<file path="config.mk">
export PLATFORM = sky130hd
export DESIGN_NAME = serial_adder_flat
export DESIGN_NICKNAME = d
export VERILOG_FILES = /design/src/rtl/serial_adder_pkg.sv /design/src/rtl/serial_adder_if.sv /design/src/rtl/serial_adder_cell.sv /design/src/rtl/serial_adder.sv /design/src/flat_wrapper.sv
export SDC_FILE = /design/constraint.sdc
export NUM_CORES = 1
export LEC_CHECK = 0
export ABC_AREA = 1
export BUFFER_PORTS_ARGS = -buffer_cell sky130_fd_sc_hd__buf_2
export CAP_MARGIN = 10
export CORE_MARGIN = 8
export CORE_UTILIZATION = 35
export CTS_CLUSTER_SIZE = 30
export DETAILED_ROUTE_END_ITERATION = 10
export PLACE_DENSITY_LB_ADDON = 0.3
export SYNTH_ARGS = -nofsm -noshare
export SYNTH_HDL_FRONTEND = slang
export SYNTH_HIERARCHICAL = 1
export SYNTH_SLANG_ARGS = --single-unit
</file>
<file path="constraint.sdc">
create_clock -name clk -period 1.3 [get_ports clk]
set_input_delay 0.13 -clock clk [delete_from_list [all_inputs] [get_ports clk]]
set_output_delay 0.13 -clock clk [all_outputs]
set_load 0.05 [all_outputs]
</file>
<file path="src/rtl/serial_adder_pkg.sv">
// serial_adder_pkg: shared FSM encoding and width helpers for the serial adder
package serial_adder_pkg;

    typedef enum logic [1:0] {
        IDLE = 2'd0,
        RUN  = 2'd1,
        DONE = 2'd2
    } state_t;

    function automatic int clog2(input int n);
        int r;
        r = 0;
        while ((1 << r) < n) r++;
        return r;
    endfunction

    // A counter for a single step still needs one bit to exist.
    function automatic int cnt_width(input int steps);
        return (clog2(steps) < 1) ? 1 : clog2(steps);
    endfunction

endpackage

</file>
<file path="src/rtl/serial_adder_if.sv">
// serial_adder_if: operand/result valid-ready handshake bundle
interface serial_adder_if #(parameter int WIDTH = 8);

    logic             in_valid;
    logic             in_ready;
    logic [WIDTH-1:0] a;
    logic [WIDTH-1:0] b;
    logic             cin;
    logic             out_valid;
    logic             out_ready;
    logic [WIDTH-1:0] sum;
    logic             cout;
    logic             ovf;
    logic             busy;

    modport master (
        output in_valid, a, b, cin, out_ready,
        input  in_ready, out_valid, sum, cout, ovf, busy
    );

    modport slave (
        input  in_valid, a, b, cin, out_ready,
        output in_ready, out_valid, sum, cout, ovf, busy
    );

endinterface

</file>
<file path="src/rtl/serial_adder_cell.sv">
// full_adder_cell: one-bit combinational full adder
module full_adder_cell (
    input  logic a_i,
    input  logic b_i,
    input  logic cin_i,
    output logic s_o,
    output logic cout_o
);

    assign s_o    = a_i ^ b_i ^ cin_i;
    assign cout_o = (a_i & b_i) | (cin_i & (a_i ^ b_i));

endmodule

</file>
<file path="src/rtl/serial_adder.sv">
// serial_adder: multi-cycle a+b+cin, SLICE bits per clock, valid/ready on both sides
module serial_adder
    import serial_adder_pkg::*;
#(
    parameter int WIDTH = 8,
    parameter int SLICE = 1
) (
    input  logic            clk,
    input  logic            rst,
    serial_adder_if.slave   bus
);

    localparam int STEPS = WIDTH / SLICE;
    localparam int CNT_W = cnt_width(STEPS);
    localparam logic [CNT_W-1:0] LAST = CNT_W'(STEPS - 1);

    if (SLICE < 1 || WIDTH % SLICE != 0) begin : g_bad_slice
        $error("serial_adder: SLICE must divide WIDTH");
    end

    state_t                 state_q;
    logic [CNT_W-1:0]       cnt_q;
    logic [WIDTH-1:0]       a_q, b_q, sum_q;
    logic                   carry_q, cout_q, ovf_q;
    logic [SLICE:0]         c;
    logic [SLICE-1:0]       s;
    logic [WIDTH+SLICE-1:0] sum_cat;
    logic [WIDTH-1:0]       a_d, b_d, sum_d;

    // The carry register feeds the bottom of the cell chain; its top feeds back next cycle.
    assign c[0] = carry_q;

    for (genvar i = 0; i < SLICE; i++) begin : g_cell
        full_adder_cell u_cell (
            .a_i    (a_q[i]),
            .b_i    (b_q[i]),
            .cin_i  (c[i]),
            .s_o    (s[i]),
            .cout_o (c[i+1])
        );
    end

    // New slice enters the sum from the MSB side so the last step leaves it aligned.
    assign sum_cat = {s, sum_q};
    assign sum_d   = sum_cat[WIDTH+SLICE-1:SLICE];
    assign a_d     = a_q >> SLICE;
    assign b_d     = b_q >> SLICE;

    assign bus.in_ready  = (state_q == IDLE) && !rst;
    assign bus.out_valid = (state_q == DONE);
    assign bus.busy      = (state_q != IDLE);
    assign bus.sum       = sum_q;
    assign bus.cout      = cout_q;
    assign bus.ovf       = ovf_q;

    // Control FSM with step counter, operand/sum shifters and carry/overflow flags.
    always_ff @(posedge clk) begin
        if (rst) begin
            state_q <= IDLE;
            cnt_q   <= '0;
            a_q     <= '0;
            b_q     <= '0;
            sum_q   <= '0;
            carry_q <= 1'b0;
            cout_q  <= 1'b0;
            ovf_q   <= 1'b0;
        end else begin
            case (state_q)
                IDLE: if (bus.in_valid) begin
                    a_q     <= bus.a;
                    b_q     <= bus.b;
                    carry_q <= bus.cin;
                    cnt_q   <= '0;
                    state_q <= RUN;
                end
                RUN: begin
                    a_q     <= a_d;
                    b_q     <= b_d;
                    sum_q   <= sum_d;
                    carry_q <= c[SLICE];
                    cnt_q   <= cnt_q + CNT_W'(1);
                    if (cnt_q == LAST) begin
                        cnt_q   <= '0;
                        cout_q  <= c[SLICE];
                        ovf_q   <= c[SLICE] ^ c[SLICE-1];
                        state_q <= DONE;
                    end
                end
                DONE: if (bus.out_ready) state_q <= IDLE;
                default: state_q <= IDLE;
            endcase
        end
    end

endmodule

</file>
<file path="src/flat_wrapper.sv">
// flat-port wrapper written by rule: the top's interface ports become plain ports
module serial_adder_flat import serial_adder_pkg::*;
#(
    parameter int WIDTH = 8,
    parameter int SLICE = 1
)
  (clk, rst, bus_in_valid, bus_a, bus_b, bus_cin, bus_out_ready, bus_in_ready, bus_out_valid, bus_sum, bus_cout, bus_ovf, bus_busy);
  serial_adder_if #(.WIDTH(WIDTH)) bus_i ();
  input  logic clk;
  input  logic rst;
  input wire logic [$bits(bus_i.in_valid)-1:0] bus_in_valid;
  input wire logic [$bits(bus_i.a)-1:0] bus_a;
  input wire logic [$bits(bus_i.b)-1:0] bus_b;
  input wire logic [$bits(bus_i.cin)-1:0] bus_cin;
  input wire logic [$bits(bus_i.out_ready)-1:0] bus_out_ready;
  output wire logic [$bits(bus_i.in_ready)-1:0] bus_in_ready;
  output wire logic [$bits(bus_i.out_valid)-1:0] bus_out_valid;
  output wire logic [$bits(bus_i.sum)-1:0] bus_sum;
  output wire logic [$bits(bus_i.cout)-1:0] bus_cout;
  output wire logic [$bits(bus_i.ovf)-1:0] bus_ovf;
  output wire logic [$bits(bus_i.busy)-1:0] bus_busy;
  assign bus_i.in_valid = bus_in_valid;
  assign bus_i.a = bus_a;
  assign bus_i.b = bus_b;
  assign bus_i.cin = bus_cin;
  assign bus_i.out_ready = bus_out_ready;
  assign bus_in_ready = bus_i.in_ready;
  assign bus_out_valid = bus_i.out_valid;
  assign bus_sum = bus_i.sum;
  assign bus_cout = bus_i.cout;
  assign bus_ovf = bus_i.ovf;
  assign bus_busy = bus_i.busy;
  serial_adder #(.WIDTH(WIDTH), .SLICE(SLICE)) u_core (.clk(clk), .rst(rst), .bus(bus_i));
endmodule
</file>
==> reports/summary.json <==
{
  "globalRouteOverflowTotal": 0,
  "worst-slew-pin-transition_ns": 0.267,
  "iteration_count_of_the_initial_detailed_routing_pass": 4,
  "first_iter_violations": 62,
  "post_synth.cell_area_avg_sq_um": 6.89,
  "grt.total_usage_pct": 11.1,
  "slowest_stage_delay_cp_ns": 0.37,
  "io_buffers": 33,
  "postCtsSetupBuffers": 0,
  "final.fill_count": 464,
  "worst_clock_skew_ns": 0.00602,
  "critical_path.max_fanout": 11,
  "gp_congestion": 0.802,
  "cts_tree": "yes",
  "clkLatencyLatePin_ns": 0.29,
  "post-dp-hpwl_um": 2590,
  "status": "complete, no violations",
  "timing.critical_path.arrival_ns": 1.13,
  "worst-setup-path-type": "reg -> out",
  "max_slew_margin_pct": 82.2,
  "antenna_found_initial": 0,
  "route.vias.total": 1417,
  "postRouteAntennaNets": 0,
  "report.final.slew_viol_count": 0,
  "worst_setup_hold_path_clk_slew_ns": 0.07,
  "worst_hold_path_type": "in -> reg",
  "worst_path_dominant_cell_family": "flip-flops",
  "coreArea_sq_mm": 0.00426,
  "fin_crit_ns": 1.26,
  "dominantRegCellSynth": "dfxtp_1",
  "edff_count_synth": 0,
  "powerDensity_mw_per_mm2": 1300,
  "grt_max_degree": 22,
  "cts-buffers-inserted": 5,
  "mappedNetlistNets": 244,
  "grt_pass1_vias": 1333,
  "timing.final.hold_violations": 0,
  "grt_pass1_wl_um": 5780,
  "p_leak_nw": 0.966,
  "floorplan.rows": 24,
  "seq_area_frac_synth_pct": 42.3,
  "pin_count": 34,
  "synth.most_common_cell": "nand2_1",
  "worst_ir_drop_vdd_uv": 787,
  "rsz0062_at_grt": "yes",
  "yosysWarnings": 6,
  "netlist_instances": 220,
  "post-route-drc-count": 0,
  "drt-total-wl_um": 3470,
  "finalWorstSetupSlack_ns": 0.0387,
  "initial_utilization_pct": 35.5,
  "timing.critical_path.buf_inv": 3,
  "fraction_of_synthesis_flops_using_an_asynchronous_set_or_reset_pin_pct": 0,
  "setup.worst_path.start_class": "register",
  "area.growth.synth_to_final_pct": 28.0,
  "ys_types": 18,
  "wire_per_inst_um": 11.0,
  "finalCoreUtilization_pct": 45.5,
  "fmax_mhz": 793,
  "die-area_sq_mm": 0.00669,
  "timing.critical_path.to_type": "primary output",
  "final-setup-viol-count": 0,
  "ys_ff_latch": 32,
  "drv_cap": 0,
  "cts_max_level": 2,
  "period_share_pct": 97.0,
  "ys_top_cells_by_count": "44 x nand2_1, 37 x inv_1, 32 x dfxtp_1, 31 x nand3_1, 24 x nor2_1",
  "pre_cts_slack_ns": -0.0113,
  "num-nets-final": 287,
  "netlist_top_cells_area": "dfxtp_1 42%, nand2_1 11%, nand3_1 10%",
  "cts.sink_count": 32,
  "synth_largest_type_area_fraction_pct": 42.3,
  "syn_area_sq_mm": 0.00152,
  "drive_gt1_share_pct": 25.4,
  "die_x_um": 81.8,
  "synth_area_leader_cell": "dfxtp_1",
  "timing.critical_path.cells": "inv_6 > buf_4 > nor2_4 > buf_8",
  "slowest_stage": "dfxtp_2",
  "die_h_um": 81.8,
  "vias_per_cell": 4.48,
  "cts-root-buf": "clkbuf_8",
  "reg2reg_setup_slack_ns": 0.06,
  "critical_path_required_ns": 1.17,
  "clock_tree_buffer_depth": 2,
  "insertedDiodeCount": 0
}
cell usage in the layout (no fill, tap or decap):
cell type	n
dfxtp_1	29
fa_1	1
buf_2	30
nor2_4	2
inv_6	1
bufinv_16	1
nor2_1	21
nand2_2	2
xor2_1	1
nand2_4	1
inv_1	36
buf_4	16
o21ai_4	1
clkbuf_1	1
o21ai_0	10
nand3_1	31
nand2_1	43
dfxtp_2	3
inv_2	1
clkbuf_8	5
a21oi_1	22
nor2_2	1
buf_6	1
ha_1	2
buf_8	1
clkinv_2	1
layout make-up:
type | count | area (sq um) | area share, %
sequential | 32 | 644 | 33.2
clock inverter | 2 | 35.0 | 1.81
timing repair buffer | 48 | 297 | 15.3
tap | 52 | 65.1 | 3.35
multi-input combinational | 138 | 678 | 35.0
clock buffer | 6 | 72.6 | 3.74
inverter | 38 | 148 | 7.61
tightest hold or removal path, stage by stage:
cell,delay [ns]
buf_2,0.09
nand2_1,0.05
a21oi_1,0.05
layer usage:
layer,share of wire (%),wire length (um),GRT usage [%]
met5,0,0,0
met4,0.95,33,4.21
met3,7.2,250,4.92
met2,45,1580,17.5
met1,46,1620,13.1
final timing paths:
kind / from / end / cells after the start
setup / recovery: u_core/state_q[1] / bus_out_valid / 4
hold / removal: bus_b[7] / u_core/b_q[7] / 3
setup reg to reg: u_core/a_q[0] / u_core/bus.ovf / 4
hold reg to reg: u_core/cnt_q[0] / u_core/cnt_q[0] / 1
stage by stage:
stage                     instance area, sq um  hold WS [ns]  setup TNS (ns)  power, mW  std cells
after floorplan                           1530         0.199          -0.129       1.46        220
after global placement                    1800         0.385               0       1.60        308
after detailed placement                  1800         0.385         -0.0133       1.61        308
after CTS                                 1920        0.0796               0       2.55        316
after global routing                      1940         0.103         -0.0419       2.66        316
final                                     1940        0.0857               0       2.52        316
kinds of logic (layout without fill, tap and decap cells):
| kind of cell | Yosys count | count (layout) | synth area share (%) |
|---|---|---|---|
| AOI/OAI and AO/OA | 33 | 33 | 11.6 |
| xor gates and xnor gates | 1 | 1 | 0.578 |
| buffers and inverters | 50 | 94 | 14.3 |
| DFF | 32 | 32 | 42.3 |
| adders and majority gates | 3 | 3 | 2.97 |
| and+or+nand+nor | 101 | 101 | 28.2 |
flip-flops by register name, indices dropped and copies added, names as in the netlist:
signal           cells
u_core/a_q           8
u_core/b_q           8
u_core/bus.cout      1
u_core/bus.ovf       1
u_core/bus.sum       8
u_core/carry_q       1
u_core/cnt_q         3
u_core/state_q       2
where the power goes:
part,switching [mW],leakage (nW),total (mW),internal (mW)
registers,0.0486,0.264,1.10,1.06
logic,0.301,0.647,0.486,0.185
clock network,0.360,0.0552,0.928,0.568
what timing repair did:
| item | in CTS | in global routing |
|---|---|---|
| resized for setup | 8 | 6 |
| hold buffers | 0 | 0 |
| setup endpoints to repair | 6 | 9 |
(Power assumes the default switching activity.)
